`src/rtl/instr_fetch.sv`:
```
// rtl/instr_fetch.sv - MIPS fetch stage: PC, req/ready imem handshake, next-PC select
// Optional jump target logic: define IFETCH_JUMP_EN.
module instr_fetch #(
    parameter logic [31:0] RESET_PC = 32'h0000_0000
) (
    input  logic        clk,
    input  logic        rst_n,
    output logic        imem_req,
    output logic [31:0] imem_addr,
    input  logic        imem_ready,
    input  logic [31:0] imem_rdata,
    output logic [31:0] InstrReg,
    output logic        instr_valid,
    output logic [31:0] pc_out,
    input  logic        stall,
    input  logic        branch,
    input  logic        zero,
    input  logic        jump,
    input  logic [15:0] const_imm,
    input  logic [25:0] address,
    output logic [31:0] fetch_count
);

    typedef enum logic [1:0] {
        ST_IDLE  = 2'd0,
        ST_REQ   = 2'd1,
        ST_VALID = 2'd2
    } state_t;

    state_t      state_q, state_d;
    logic [31:0] pc_q, pc_d;
    logic [31:0] instr_q, instr_d;
    logic        valid_q, valid_d;
    logic [31:0] pc_out_q, pc_out_d;
    logic [31:0] count_q, count_d;

    logic [31:0] pc4;
    logic [31:0] branch_off;
    logic [31:0] next_pc;

    assign pc4        = pc_q + 32'd4;
    assign branch_off = {{14{const_imm[15]}}, const_imm, 2'b00};

`ifdef IFETCH_JUMP_EN
    always_comb begin
        next_pc = pc4;
        if (jump) begin
            next_pc = {pc4[31:28], address, 2'b00};
        end else if (branch && zero) begin
            next_pc = pc4 + branch_off;
        end
    end
`else
    logic unused_jump_inputs;
    assign unused_jump_inputs = ^{jump, address};

    always_comb begin
        next_pc = pc4;
        if (branch && zero) begin
            next_pc = pc4 + branch_off;
        end
    end
`endif

    always_comb begin
        state_d  = state_q;
        pc_d     = pc_q;
        instr_d  = instr_q;
        valid_d  = valid_q;
        pc_out_d = pc_out_q;
        count_d  = count_q;
        case (state_q)
            ST_IDLE: begin
                state_d = ST_REQ;
            end
            ST_REQ: begin
                if (imem_ready) begin
                    instr_d  = imem_rdata;
                    pc_out_d = pc_q;
                    valid_d  = 1'b1;
                    count_d  = count_q + 32'd1;
                    state_d  = ST_VALID;
                end
            end
            ST_VALID: begin
                // Decoder fields only matter on the edge that leaves VALID.
                if (!stall) begin
                    pc_d    = next_pc;
                    valid_d = 1'b0;
                    state_d = ST_REQ;
                end
            end
            default: begin
                state_d = ST_IDLE;
            end
        endcase
    end

    always_ff @(posedge clk or negedge rst_n) begin
        if (!rst_n) begin
            state_q  <= ST_IDLE;
            pc_q     <= RESET_PC;
            instr_q  <= 32'd0;
            valid_q  <= 1'b0;
            pc_out_q <= 32'd0;
            count_q  <= 32'd0;
        end else begin
            state_q  <= state_d;
            pc_q     <= pc_d;
            instr_q  <= instr_d;
            valid_q  <= valid_d;
            pc_out_q <= pc_out_d;
            count_q  <= count_d;
        end
    end

    assign imem_req    = (state_q == ST_REQ);
    assign imem_addr   = pc_q;
    assign InstrReg    = instr_q;
    assign instr_valid = valid_q;
    assign pc_out      = pc_out_q;
    assign fetch_count = count_q;

endmodule

```
`config.mk`:
```
export PLATFORM = sky130hd
export DESIGN_NAME = instr_fetch
export DESIGN_NICKNAME = d
export VERILOG_FILES = /design/src/rtl/instr_fetch.sv
export SDC_FILE = /design/constraint.sdc
export NUM_CORES = 1
export LEC_CHECK = 0
export CAP_MARGIN = 20
export CORE_MARGIN = 5
export CORE_UTILIZATION = 45
export DETAILED_ROUTE_END_ITERATION = 6
export DONT_BUFFER_PORTS = 1
export PLACE_DENSITY_LB_ADDON = 0.05
export SKIP_CTS_REPAIR_TIMING = 1
export SYNTH_ARGS = -nofsm -noshare
export SYNTH_HDL_FRONTEND = slang
export SYNTH_SLANG_ARGS = --single-unit
```
`constraint.sdc`:
```
create_clock -name clk -period 6 [get_ports clk]
set_input_delay 0.9 -clock clk [delete_from_list [all_inputs] [get_ports clk]]
set_output_delay 0.9 -clock clk [all_outputs]
set_load 0.01 [all_outputs]
```
==> results.json <==
{
  "status": "completed",
  "leakage_nw": 3.96,
  "grt_pass1_wl_um": 32500,
  "io_buffers": 0,
  "endpoint_kind": "register",
  "synth_area_mm2": 0.00762,
  "first_global_vias": 5878,
  "drt_drc_violations_left": 0,
  "skew_ns": 0.0152,
  "die_h_um": 140,
  "nets": 1000,
  "met1_usage": 0.276,
  "synth-seq-cells": 127,
  "gr-usage-met3": 0.0634,
  "worstSetupPathType": "reg -> reg",
  "worstSkewPairLatency_ns": 0.41,
  "cp-start-kind": "register",
  "required_ns": 6.28,
  "row_count": 47,
  "relSlewSlack": 0.476,
  "viasPerCell": 5.52,
  "clockBufferDepth": 2,
  "yosysWarnings": 0,
  "start_util": 0.460,
  "fp.dieW_um": 140,
  "ant_nets": 0,
  "netlist-cell-type-count": 68,
  "numCtsBuffers": 17,
  "pre_cts_ws_ns": 1.49,
  "hp-class": "in -> async",
  "overflow": 0,
  "dieArea_mm2": 0.0196,
  "grt_max_degree": 128,
  "fmax_mhz": 217,
  "ioPinCount": 211,
  "power_density_mw_per_mm2": 547,
  "fin_util": 0.506,
  "antenna_found_initial": 0,
  "cp-startpoint": "imem_addr[3]$_DFFE_PN0P_",
  "ys_seq_area_frac": 0.417,
  "fin_crit_ns": 4.61,
  "drt_iter0_markers": 347,
  "rsz0062_at_grt": "no",
  "core_area_mm2": 0.0166,
  "arrival_ns": 4.89,
  "r2r-start": "imem_addr[3]$_DFFE_PN0P_",
  "synthToLayoutAreaGrowth_pct": 10.0,
  "hold_violations": 0,
  "cp_max_fo": 7,
  "grtUsageMet2": 0.306,
  "num_vias": 6142,
  "fin_setup_tns_ns": 0,
  "cts_tree": "yes",
  "worstMarginPinSlew_ns": 0.779,
  "grt_usage": 0.202,
  "nFillCells": 1614,
  "r2r-end": "imem_addr[31]$_DFFE_PN0P_",
  "drt_first_pass_iters": 5,
  "ir_drop_v": 0.000191,
  "synth.avg_cell_area_um2": 8.48,
  "globalplace.congestion": 0.921,
  "ys_async_sr_fraction": 1.00,
  "setup_slack_ns": 1.39,
  "cts_root_buffer": "clkbuf_16",
  "multi_input_area_mm2": 0.00419,
  "netlist_instances": 899,
  "seq_area_mm2": 0.00318,
  "top_usage_layer": "met2",
  "clkTransAtPathRegs_ns": 0.06,
  "synth-edff-count": 0,
  "wl_um": 20100,
  "dp_hpwl_um": 14900,
  "slew_viol_final": 0,
  "drive_gt1_frac": 0.0694,
  "fin_crit_sh": 0.768,
  "cts_sinks": 127,
  "cts-htree-levels": 4,
  "r2r_slack_ns": 1.39,
  "r2r_cells": 16,
  "wl_per_cell_um": 18.1,
  "synth-main-ff-cell": "dfrtp_1",
  "num_antenna_cells": 0,
  "setup_viol": 0,
  "cap_violations": 0
}
[worst max path at each step]
stage	end	slack [ns]	cells past startpoint
after floorplan	imem_addr[31]$_DFFE_PN0P_	2.17	16
after global placement	imem_addr[31]$_DFFE_PN0P_	1.57	16
after CTS	imem_addr[31]$_DFFE_PN0P_	1.43	16
final	imem_addr[31]$_DFFE_PN0P_	1.39	16
after detailed placement	imem_addr[31]$_DFFE_PN0P_	1.49	16
after global routing	imem_addr[31]$_DFFE_PN0P_	1.05	16
[routing by layer]
layer | vias to the layer above | wire length [um] | part of all wire
met4 | 0 | 391 | 0.019
met3 | 32 | 1590 | 0.079
met5 | - | 0 | 0
met1 | 2886 | 9080 | 0.45
met2 | 214 | 9070 | 0.45
li1 | 3010 | - | -
[logic make-up (layout without fill, tap and decap cells)]
logic type	after synthesis	count (layout)	share of synthesized area
simple gates	425	425	0.244
compound gates	160	160	0.138
flops	127	127	0.417
xor+xnor	81	81	0.0931
buf+inv	62	53	0.0361
fa+ha+maj	39	39	0.0650
mux	4	4	0.00706
other cells	1	4	0.000492
[critical path: stages (launching register included)]
cell and delay, ns:
dfrtp_1 0.52, ha_1 0.29, nand3_1 0.20, nor2_1 0.32, nand3_1 0.22, nor2_1 0.33
nand3_1 0.20, xnor2_1 0.25, ha_1 0.33, a21o_1 0.22, o21bai_1 0.17, a211oi_1 0.28
and3_1 0.19, a21o_1 0.19, mux2i_1 0.24, mux2_1 0.34, a31o_1 0.19
[power by group]
group,internal (mW),switching (mW),leakage [nW]
registers,1.16,0.581,1.63
clock network,0.730,0.375,0.301
logic,0.708,1.03,2.03
total,2.60,1.98,3.96
[cells in the final DEF, fill, tap and decap left out, types with 5 or more instances in the layout]
cell type   count
a21o_1         20
a21oi_1        48
a31oi_1         5
and2_1          6
and3_1         13
buf_4           5
clkbuf_16      17
clkinvlp_4      5
dfrtp_1       127
ha_1           38
inv_1          16
nand2_1       259
nand3_1        30
nand4_1        16
nor2_1         64
o21ai_0        38
o22ai_1         8
xnor2_1        62
xor2_1         19
[final cells by class]
cell class,instances,area share
Inverter,16,0.00716
Multi-Input combinational cell,713,0.500
Clock buffer,20,0.0556
Sequential cell,127,0.379
Timing Repair Buffer,5,0.00447
Clock inverter,12,0.0215
Tap cell,220,0.0328
[per-stage QoR]
step	area [um^2]	power, mW	std cells	hold slack [ns]
6_report	8390	4.59	1113	0.188
5_1_grt	8390	4.94	1113	0.160
4_1_cts	8390	4.62	1113	0.166
3_5_place_dp	7740	3.49	1081	0.529
3_3_place_gp	7740	3.43	1081	0.522
2_1_floorplan	7630	3.01	902	0.481
[cell usage after synthesis, drive strengths merged, types with 3 or more instances]
master	number	area share
and2	8	0.0067
xor2	19	0.022
a31oi	7	0.0074
nor2	66	0.033
and4	4	0.0046
a21oi	49	0.033
o211ai	5	0.0056
nor4	3	0.0025
nor2b	3	0.0025
or3	3	0.0025
a21o	20	0.020
nor3	5	0.0054
inv	16	0.0079
dfrtp	127	0.42
nand4	19	0.018
and3	13	0.011
nand2	260	0.13
o22ai	8	0.0066
xnor2	62	0.071
o21ai	39	0.026
nand2b	4	0.0033
clkbuf	26	0.013
nand3	30	0.020
o21bai	3	0.0030
ha	38	0.062
buf	20	0.015
o21a	4	0.0039
a211oi	5	0.0056
[state kept, by name, indices dropped and copies added, names as in the netlist]
signal       count
instr_valid      1
fetch_count     32
state_q          2
InstrReg        32
imem_addr       30
pc_out          30
Power figures use the tool's default switching activity.
